<file path="config.mk">
export PLATFORM = sky130hd
export DESIGN_NAME = sign_mag_add_arbiter
export DESIGN_NICKNAME = d
export VERILOG_FILES = /design/src/rtl/sign_mag_adder.sv /design/src/rtl/sign_mag_add_arbiter.sv
export SDC_FILE = /design/constraint.sdc
export NUM_CORES = 1
export LEC_CHECK = 0
export BUFFER_PORTS_ARGS = -buffer_cell sky130_fd_sc_hd__buf_2
export CAP_MARGIN = 20
export CORE_ASPECT_RATIO = 1.75
export CORE_MARGIN = 2
export CORE_UTILIZATION = 35
export DETAILED_ROUTE_END_ITERATION = 7
export HOLD_SLACK_MARGIN = 0.03
export REMOVE_ABC_BUFFERS = 1
export SLEW_MARGIN = 40
export SYNTH_ARGS = -nofsm -noshare
export SYNTH_HDL_FRONTEND = slang
export SYNTH_SLANG_ARGS = --single-unit
</file>
<file path="constraint.sdc">
create_clock -name clk -period 3.4 [get_ports clk]
set_input_delay 0.51 -clock clk [delete_from_list [all_inputs] [get_ports clk]]
set_output_delay 0.51 -clock clk [all_outputs]
set_load 0.01 [all_outputs]
</file>
<file path="src/rtl/sign_mag_adder.sv">
// rtl/sign_mag_adder.sv - combinational 8-bit sign-magnitude adder, 9-bit sign-magnitude result
//
// Ports:
//   a   in  [7:0]  operand A, bit 7 sign, bits 6:0 magnitude
//   b   in  [7:0]  operand B, same format
//   sum out [8:0]  bit 8 sign, bits 7:0 magnitude of A+B
module sign_mag_adder (
  input  logic [7:0] a,
  input  logic [7:0] b,
  output logic [8:0] sum
);

  logic [7:0] a_mag;
  logic [7:0] b_mag;

  assign a_mag = {1'b0, a[6:0]};
  assign b_mag = {1'b0, b[6:0]};

  always_comb begin
    sum = 9'h000;
    if (a[7] == b[7]) begin
      sum = {a[7], a_mag + b_mag};
    end else if (a_mag > b_mag) begin
      sum = {a[7], a_mag - b_mag};
    end else begin
      // Equal magnitudes fall here too: zero magnitude carrying B's sign.
      sum = {b[7], b_mag - a_mag};
    end
  end

endmodule

</file>
<file path="src/rtl/sign_mag_add_arbiter.sv">
// rtl/sign_mag_add_arbiter.sv - two-requester arbiter sharing one sign-magnitude adder
//
// Optional build macro: SM_NEG_ZERO_CLAMP_EN (defined: a captured -0 becomes +0).
//
// Parameters:
//   ADD_LAT    cycles from grant to result capture (1..4)
//   PRIO_MODE  0 = round-robin, 1 = requester 0 always wins
//
// Ports:
//   clk, rst_n         clock (rising edge), synchronous active-low reset
//   req0/a0/b0/gnt0    requester 0 request, operands, one-cycle grant pulse
//   req1/a1/b1/gnt1    requester 1 request, operands, one-cycle grant pulse
//   res_valid          result available, held until res_ack
//   res_id             requester owning res_sum
//   res_sum            bit 8 sign, bits 7:0 magnitude
//   res_ack            consumer accepts the result
//   busy               high whenever the FSM is not idle
module sign_mag_add_arbiter #(
  parameter int ADD_LAT   = 1,
  parameter int PRIO_MODE = 0
) (
  input  logic       clk,
  input  logic       rst_n,
  input  logic       req0,
  input  logic [7:0] a0,
  input  logic [7:0] b0,
  output logic       gnt0,
  input  logic       req1,
  input  logic [7:0] a1,
  input  logic [7:0] b1,
  output logic       gnt1,
  output logic       res_valid,
  output logic       res_id,
  output logic [8:0] res_sum,
  input  logic       res_ack,
  output logic       busy
);

  typedef enum logic [1:0] {
    IDLE    = 2'd0,
    COMPUTE = 2'd1,
    RESP    = 2'd2
  } state_t;

  state_t     state;
  logic [2:0] cnt;
  logic       last_srv;
  logic [7:0] op_a;
  logic [7:0] op_b;
  logic       win;
  logic [8:0] add_sum;
  logic [8:0] cap_sum;

  // The adder only ever sees the latched operands, so requesters may
  // change their inputs freely once granted.
  sign_mag_adder u_adder (
    .a   (op_a),
    .b   (op_b),
    .sum (add_sum)
  );

`ifdef SM_NEG_ZERO_CLAMP_EN
  assign cap_sum = {add_sum[8] & (|add_sum[7:0]), add_sum[7:0]};
`else
  assign cap_sum = add_sum;
`endif

  // Winner selection; only meaningful in IDLE with at least one request.
  always_comb begin
    win = 1'b0;
    if (PRIO_MODE == 1) begin
      win = ~req0;
    end else if (req0 && req1) begin
      win = ~last_srv;
    end else begin
      win = ~req0;
    end
  end

  always_ff @(posedge clk) begin
    if (!rst_n) begin
      state     <= IDLE;
      cnt       <= 3'd0;
      last_srv  <= 1'b1;
      op_a      <= 8'h00;
      op_b      <= 8'h00;
      gnt0      <= 1'b0;
      gnt1      <= 1'b0;
      res_valid <= 1'b0;
      res_id    <= 1'b0;
      res_sum   <= 9'h000;
      busy      <= 1'b0;
    end else begin
      gnt0 <= 1'b0;
      gnt1 <= 1'b0;
      case (state)
        IDLE: begin
          if (req0 || req1) begin
            op_a   <= win ? a1 : a0;
            op_b   <= win ? b1 : b0;
            gnt0   <= ~win;
            gnt1   <= win;
            res_id <= win;
            cnt    <= 3'(ADD_LAT);
            busy   <= 1'b1;
            state  <= COMPUTE;
          end
        end
        COMPUTE: begin
          cnt <= cnt - 3'd1;
          if (cnt == 3'd1) begin
            res_sum   <= cap_sum;
            res_valid <= 1'b1;
            state     <= RESP;
          end
        end
        RESP: begin
          if (res_ack) begin
            res_valid <= 1'b0;
            last_srv  <= res_id;
            busy      <= 1'b0;
            state     <= IDLE;
          end
        end
        default: begin
          state <= IDLE;
          busy  <= 1'b0;
        end
      endcase
    end
  end

endmodule

</file>
==> metrics.txt, run 1 <==
P_leak 1.36 nW; Ports 51; RSZ-0062 raised after global routing false; Synth Register Bits 36; worst path bufs/invs 1; crit end category register; Worst Path Max Fanout 7; Worst R2R Setup Slack 0.71 ns; Post-Syn Area 2490 um^2; warnings from Yosys 0; drt wl/cell 14.6 um; CTS tree done; Starting Density 0.361; minimum clock period 2.69 ns; core area 6910 um^2; maximum clock rate 372 MHz; # Post-CTS Setup Buffers 0; nets 398; Clk pin slew, worst setup/hold paths ~0.060 ns; drt total wl 6.14 mm; area growth from synthesis to layout 19.3%; via count 2,242; number of antenna-violating nets in the routed design 0; Reg2Reg Capture Point res_sum[6]; startpoint class of the critical path register; worst stage delay on the critical path 0.51 ns; CTS Sinks 36; Seq pwr share 0.311; die footprint 7840 um^2; fill count 683; sequential-to-total area share from yosys stat 0.289; Pint 1.08 mW; remaining global-route overflow 0; Slowest cell on crit path fa_1; Hold Path Origin busy; setup TNS 0 ns; Post-synth EDFFs 0; global placer's final weighted congestion between 0.8 and 0.9; VDD IR-drop max 0.000283 V; worst min path class register to register; ys async rst share 0; clock buffer depth 2; MaxCap Viol Count 0; Total GRT Usage 0.171; # setup viols final 0; final hold viol count 0; CP arrival between 2 and 3 ns; first-pass GRT wire length 10.0 mm; Cells after Synth 292; critical path class register to register; H-tree lvl count 2; Main synth FF type dfxtp_1; vias in the first global route around 2.1k; initial antenna violation count 0; Slew Limit Headroom 0.474; post-DP HPWL 4.60 mm; status finished clean; part of the cycle the worst path needs 0.790; Reg-to-Reg Start op_a[1]; Clock Skew 0.00622 ns; CTS buffer count 5; clk root buf clkbuf_16; Slew @ Worst Pin 0.787 ns; worst reg2reg path depth 7; post-layout total power 1.68 mW; drt drc 0; pwr dens about 560 nW/um^2; Hold Path End busy; Synth Area per Inst 8.54 um^2; Rows 40; Critical Path RT 3.63 ns; synth unique cells 51; Clk pwr share 0.314; Die W between 60 and 70 um; share of layout cells above drive strength 1 0.217; post-CTS resize count 0; Switching Share 0.355; Starting DRT DRC Count 82; Comb pwr share 0.374; CP cell instances inv_1, fa_1, o211a_4, nor3_4, mux2_2, a211oi_1, nand3b_1; TritonRoute pass-1 iters 4; Post-CTS Hold Fix Bufs 0; die height around 120 um; PortBufs 50; Sw Pwr 0.595 mW; largest net degree at the start of global routing 40; Worst Hold Depth 2; Slew Limit Fails 0; crit-path leading delay family simple AND/OR/NAND/NOR gates; worst-skew pair later-pin latency 0.29 ns; vias per inst 5.34; Antenna diodes 0
[synthesized netlist by cell type (3+ instances only)]
cell / number / area share
a211oi_1: 22 / 0.066
a21oi_1: 16 / 0.032
a311o_1: 3 / 0.012
buf_2: 4 / 0.0080
clkbuf_1: 12 / 0.018
dfxtp_1: 36 / 0.29
fa_1: 3 / 0.024
ha_1: 23 / 0.12
inv_1: 25 / 0.038
mux2i_1: 25 / 0.10
nand2_1: 10 / 0.015
nand2b_1: 4 / 0.010
nand3_1: 7 / 0.014
nand3b_1: 4 / 0.012
nor2_1: 39 / 0.059
nor3_1: 6 / 0.012
o21ai_0: 9 / 0.018
o31ai_1: 3 / 0.0090
[cells in the final DEF, fill, tap and decap left out, types with 2 or more instances in the layout]
cell       count
ha_1          23
nand2_1       10
xor2_1         2
a21o_1         2
o2111ai_1      2
inv_1         25
nand4_1        2
buf_2         50
nand3b_1       4
o21ai_0        8
a311o_1        3
buf_4          5
a21oi_1       16
nor3_1         5
a211oi_1      22
nand3_1        7
dfxtp_1       36
clkbuf_16      5
fa_1           3
o31ai_1        3
and3_1         2
mux2i_1       25
nor2_1        39
o21a_1         2
nand2b_1       4
o31a_1         2
[power by group through the flow]
stage	Clock [mW]	Sequential, mW	Combinational [mW]
6_report	0.527	0.522	0.628
5_1_grt	0.561	0.532	0.690
4_1_cts	0.538	0.523	0.625
3_5_place_dp	0	0.532	0.621
3_3_place_gp	0	0.528	0.619
2_1_floorplan	0	0.528	0.453
[registers in the layout, summed over array words and instances (netlist names)]
signal / cells
res_id: 1
state: 2
gnt1: 1
cnt: 3
res_valid: 1
res_sum: 9
op_a: 8
busy: 1
gnt0: 1
last_srv: 1
op_b: 8
[per-layer routing]
metal | up-vias | GRT usage | share of wire
li1 | 1131 | - | -
met1 | 1051 | 0.192 | 0.40
met2 | 49 | 0.297 | 0.54
met3 | 11 | 0.0379 | 0.039
met4 | 0 | 0.0853 | 0.025
met5 | - | 0 | 0
[kinds of logic after synthesis]
kind of cell	after synthesis	synth area share
buffers and inverters	44	0.0743
muxes	26	0.105
and+or+nand+nor	83	0.164
AOI/OAI and AO/OA	74	0.218
xor gates and xnor gates	3	0.0105
DFF	36	0.289
adders and majority gates	26	0.139
[metrics by stage]
step            util  std cells  setup WS (ns)  instance area (um^2)  hold WS [ns]
2_1_floorplan      -        273          0.306                  2400         0.438
3_3_place_gp   0.406        412          0.775                  2800         0.458
3_5_place_dp   0.407        412          0.735                  2810         0.458
4_1_cts        0.431        420          0.723                  2980         0.467
5_1_grt        0.431        420          0.558                  2980         0.496
6_report       0.431        420          0.714                  2980         0.467
[worst register-to-register path, delay by kind of cell, from the launching register on]
| family | cells | cell delay, ns |
|---|---|---|
| mux | 1 | 0.42 |
| compound gates | 2 | 0.52 |
| simple gates | 2 | 0.58 |
| flops | 1 | 0.47 |
| buf+inv | 1 | 0.13 |
| fa+ha+maj | 1 | 0.51 |
[area by class of cell]
cell class | count | area (um^2) | area share
multi-input combinational | 212 | 1600 | 0.539
sequential | 36 | 721 | 0.242
timing repair buffer | 55 | 288 | 0.0967
clock buffer | 6 | 129 | 0.0433
tap | 84 | 105 | 0.0353
inverter | 25 | 93.8 | 0.0315
clock inverter | 2 | 35.0 | 0.0118
[worst max-delay path by stage]
stage	slack (ns)	startpoint	end	cells past startpoint
6_report	0.71	op_a[1]	res_sum[6]	7
5_1_grt	0.56	op_a[5]	res_sum[6]	8
4_1_cts	0.72	op_a[1]	res_sum[6]	7
3_5_place_dp	0.74	op_a[1]	res_sum[5]	7
3_3_place_gp	0.77	op_a[1]	res_sum[5]	7
2_1_floorplan	0.31	req1	cnt[2]	5
Power figures use the tool's default switching activity.
==> inputs of run 2 (changes only) <==
Clock period 3.4 ns to 2.8 ns, I/O delays scaled along.
==> run 2 against run 1 <==
- routed wire length barely moved
- power rose by 23%
- via count fell by 0.98%
- utilization rose by 0.78 points
- global-route usage rose by 0.54 points
- first-iteration DRC count fell by 2.4%
- non-clock buffer count rose by 6
- highest routed layer unchanged
==> metrics.txt, run 2 (synthesis results as in run 1) <==
Total GRT Usage 0.176; MaxCap Viol Count 0; Setup Slack @ Placement approximately 0.21 ns; first-pass GRT wire length between 10 and 15 mm; commonest non-fill, non-tap cells in the layout 50 x buf_2, 39 x nor2_1, 36 x dfxtp_1, 25 x inv_1, 25 x mux2i_1; Setup crit start op_a[0]; worst stage delay on the critical path 0.44 ns; worst path bufs/invs 1; most common cell after layout, fill and taps aside buf_2; status finished clean; Die W 67.8 um; worst-skew pair later-pin latency 0.29 ns; worst min path class input pin to register; worst setup margin 0.205 ns; worst reg2reg path depth 8; Reg2Reg Capture Point res_sum[5]; global placer's final weighted congestion 0.832; final hold viol count 0; minimum clock period 2.59 ns; Top reg by flops res_sum; P_leak around 1.4 nW; part of the cycle the worst path needs 0.927; Worst Hold Depth 4; Reg-to-Reg Start op_a[0]; drt drc 0; Post-CTS Hold Fix Bufs 0; design area 3030 um^2; # Post-CTS Setup Buffers 0; VDD IR-drop max between 0.0002 and 0.0003 V; startpoint class of the critical path register; max reg flops 9; worst setup path end res_sum[5]; CP arrival 2.77 ns; number of antenna-violating nets in the routed design 0; post-CTS resize count 0; Slew @ Worst Pin 0.623 ns; initial antenna violation count 0; crit-path leading delay family adder cells; Slew Limit Fails 0; Antenna diodes 0; critical path class register to register; TritonRoute pass-1 iters 4; H-tree lvl count 2; CTS Sinks 36; Ports 51; setup TNS 0 ns; via count 2,220; Placed Area 2860 um^2; Clock Skew about 0.0044 ns; Slew Limit Headroom 0.584; Slowest cell on crit path fa_1; Worst Path Max Fanout 6; Starting Density 0.361; post-layout total power 2.07 mW; largest registers res_sum (9), op_a (8), op_b (8); # setup viols final 0; core area 6910 um^2; pwr dens 682 nW/um^2; CTS buffer count 5; die footprint 7840 um^2; post-DP HPWL 4.74 mm; Critical Path RT 2.98 ns; drt wl/cell 14.4 um; maximum clock rate 385 MHz; Critical Path Stages 8; largest net degree at the start of global routing 26; clock buffer depth 2; Clk pin slew, worst setup/hold paths about 0.060 ns; crit end category register; Most common cell on crit path mux2i_1; area growth from synthesis to layout 21.5%; RSZ-0062 raised after global routing false; remaining global-route overflow 0; CP cell instances inv_1, ha_1, fa_1, o211a_4, nor3_4, mux2i_1, mux2i_1, a311o_1; Rows 40; vias in the first global route around 2.2k; share of layout cells above drive strength 1 0.231; nets 404; PortBufs 50; vias per inst 5.21; die height 116 um; CTS tree done; drt total wl around 6 mm; clk root buf clkbuf_16; Worst R2R Setup Slack 0.21 ns; Starting DRT DRC Count 80
==> run 2: cell count changes in the layout (fill, tap and decap cells not counted) <==
cell	previous run	this run
clkbuf_1	1	0
clkinvlp_4	0	1
buf_4	5	10
buf_12	0	1
xnor2_1	0	1
xnor2_2	1	0
==> run 2: worst min path at each step <==
stage / from / end
after floorplan: last_srv / last_srv
after global placement: busy / busy
after detailed placement: cnt[2] / cnt[2]
after CTS: res_ack / busy
after global routing: rst_n / last_srv
final: res_ack / busy
==> run 2: area by class of cell <==
class	instances	area, um^2
clock buffers	5	125
clock inverters	3	42.5
fillers	702	3880
inverters	25	93.8
multi-input cells	212	1600
flip-flops and latches	36	721
well taps	84	105
repair buffers	61	345
==> run 2: through the flow <==
step / cells / hold WS (ns) / util
6_report: 426 / 0.440 / 0.439
5_1_grt: 426 / 0.465 / 0.439
4_1_cts: 426 / 0.435 / 0.439
3_5_place_dp: 418 / 0.465 / 0.414
3_3_place_gp: 418 / 0.455 / 0.414
2_1_floorplan: 273 / 0.438 / -
==> run 2: routing by layer <==
| layer | up-vias | global-route usage | part of all wire |
|---|---|---|---|
| met2 | 40 | 0.321 | 0.55 |
| met3 | 8 | 0.0320 | 0.032 |
| met1 | 1039 | 0.190 | 0.39 |
| li1 | 1133 | - | - |
| met5 | - | 0 | 0 |
| met4 | 0 | 0.0840 | 0.027 |
==> run 2: worst reg2reg max path, stage by stage, from the launching register on <==
cell     delay (ns)
dfxtp_1        0.37
inv_1          0.06
ha_1           0.22
fa_1           0.44
o211a_4        0.28
nor3_4         0.35
mux2i_1        0.33
mux2i_1        0.11
a311o_1        0.32
==> run 2: where the power goes <==
group	internal, mW	total [mW]	switching, mW	leakage [nW]
Sequential	0.575	0.628	0.0538	0.297
Combinational	0.347	0.795	0.448	1.01
Clock	0.418	0.643	0.225	0.0798
Total	1.34	2.07	0.726	1.39
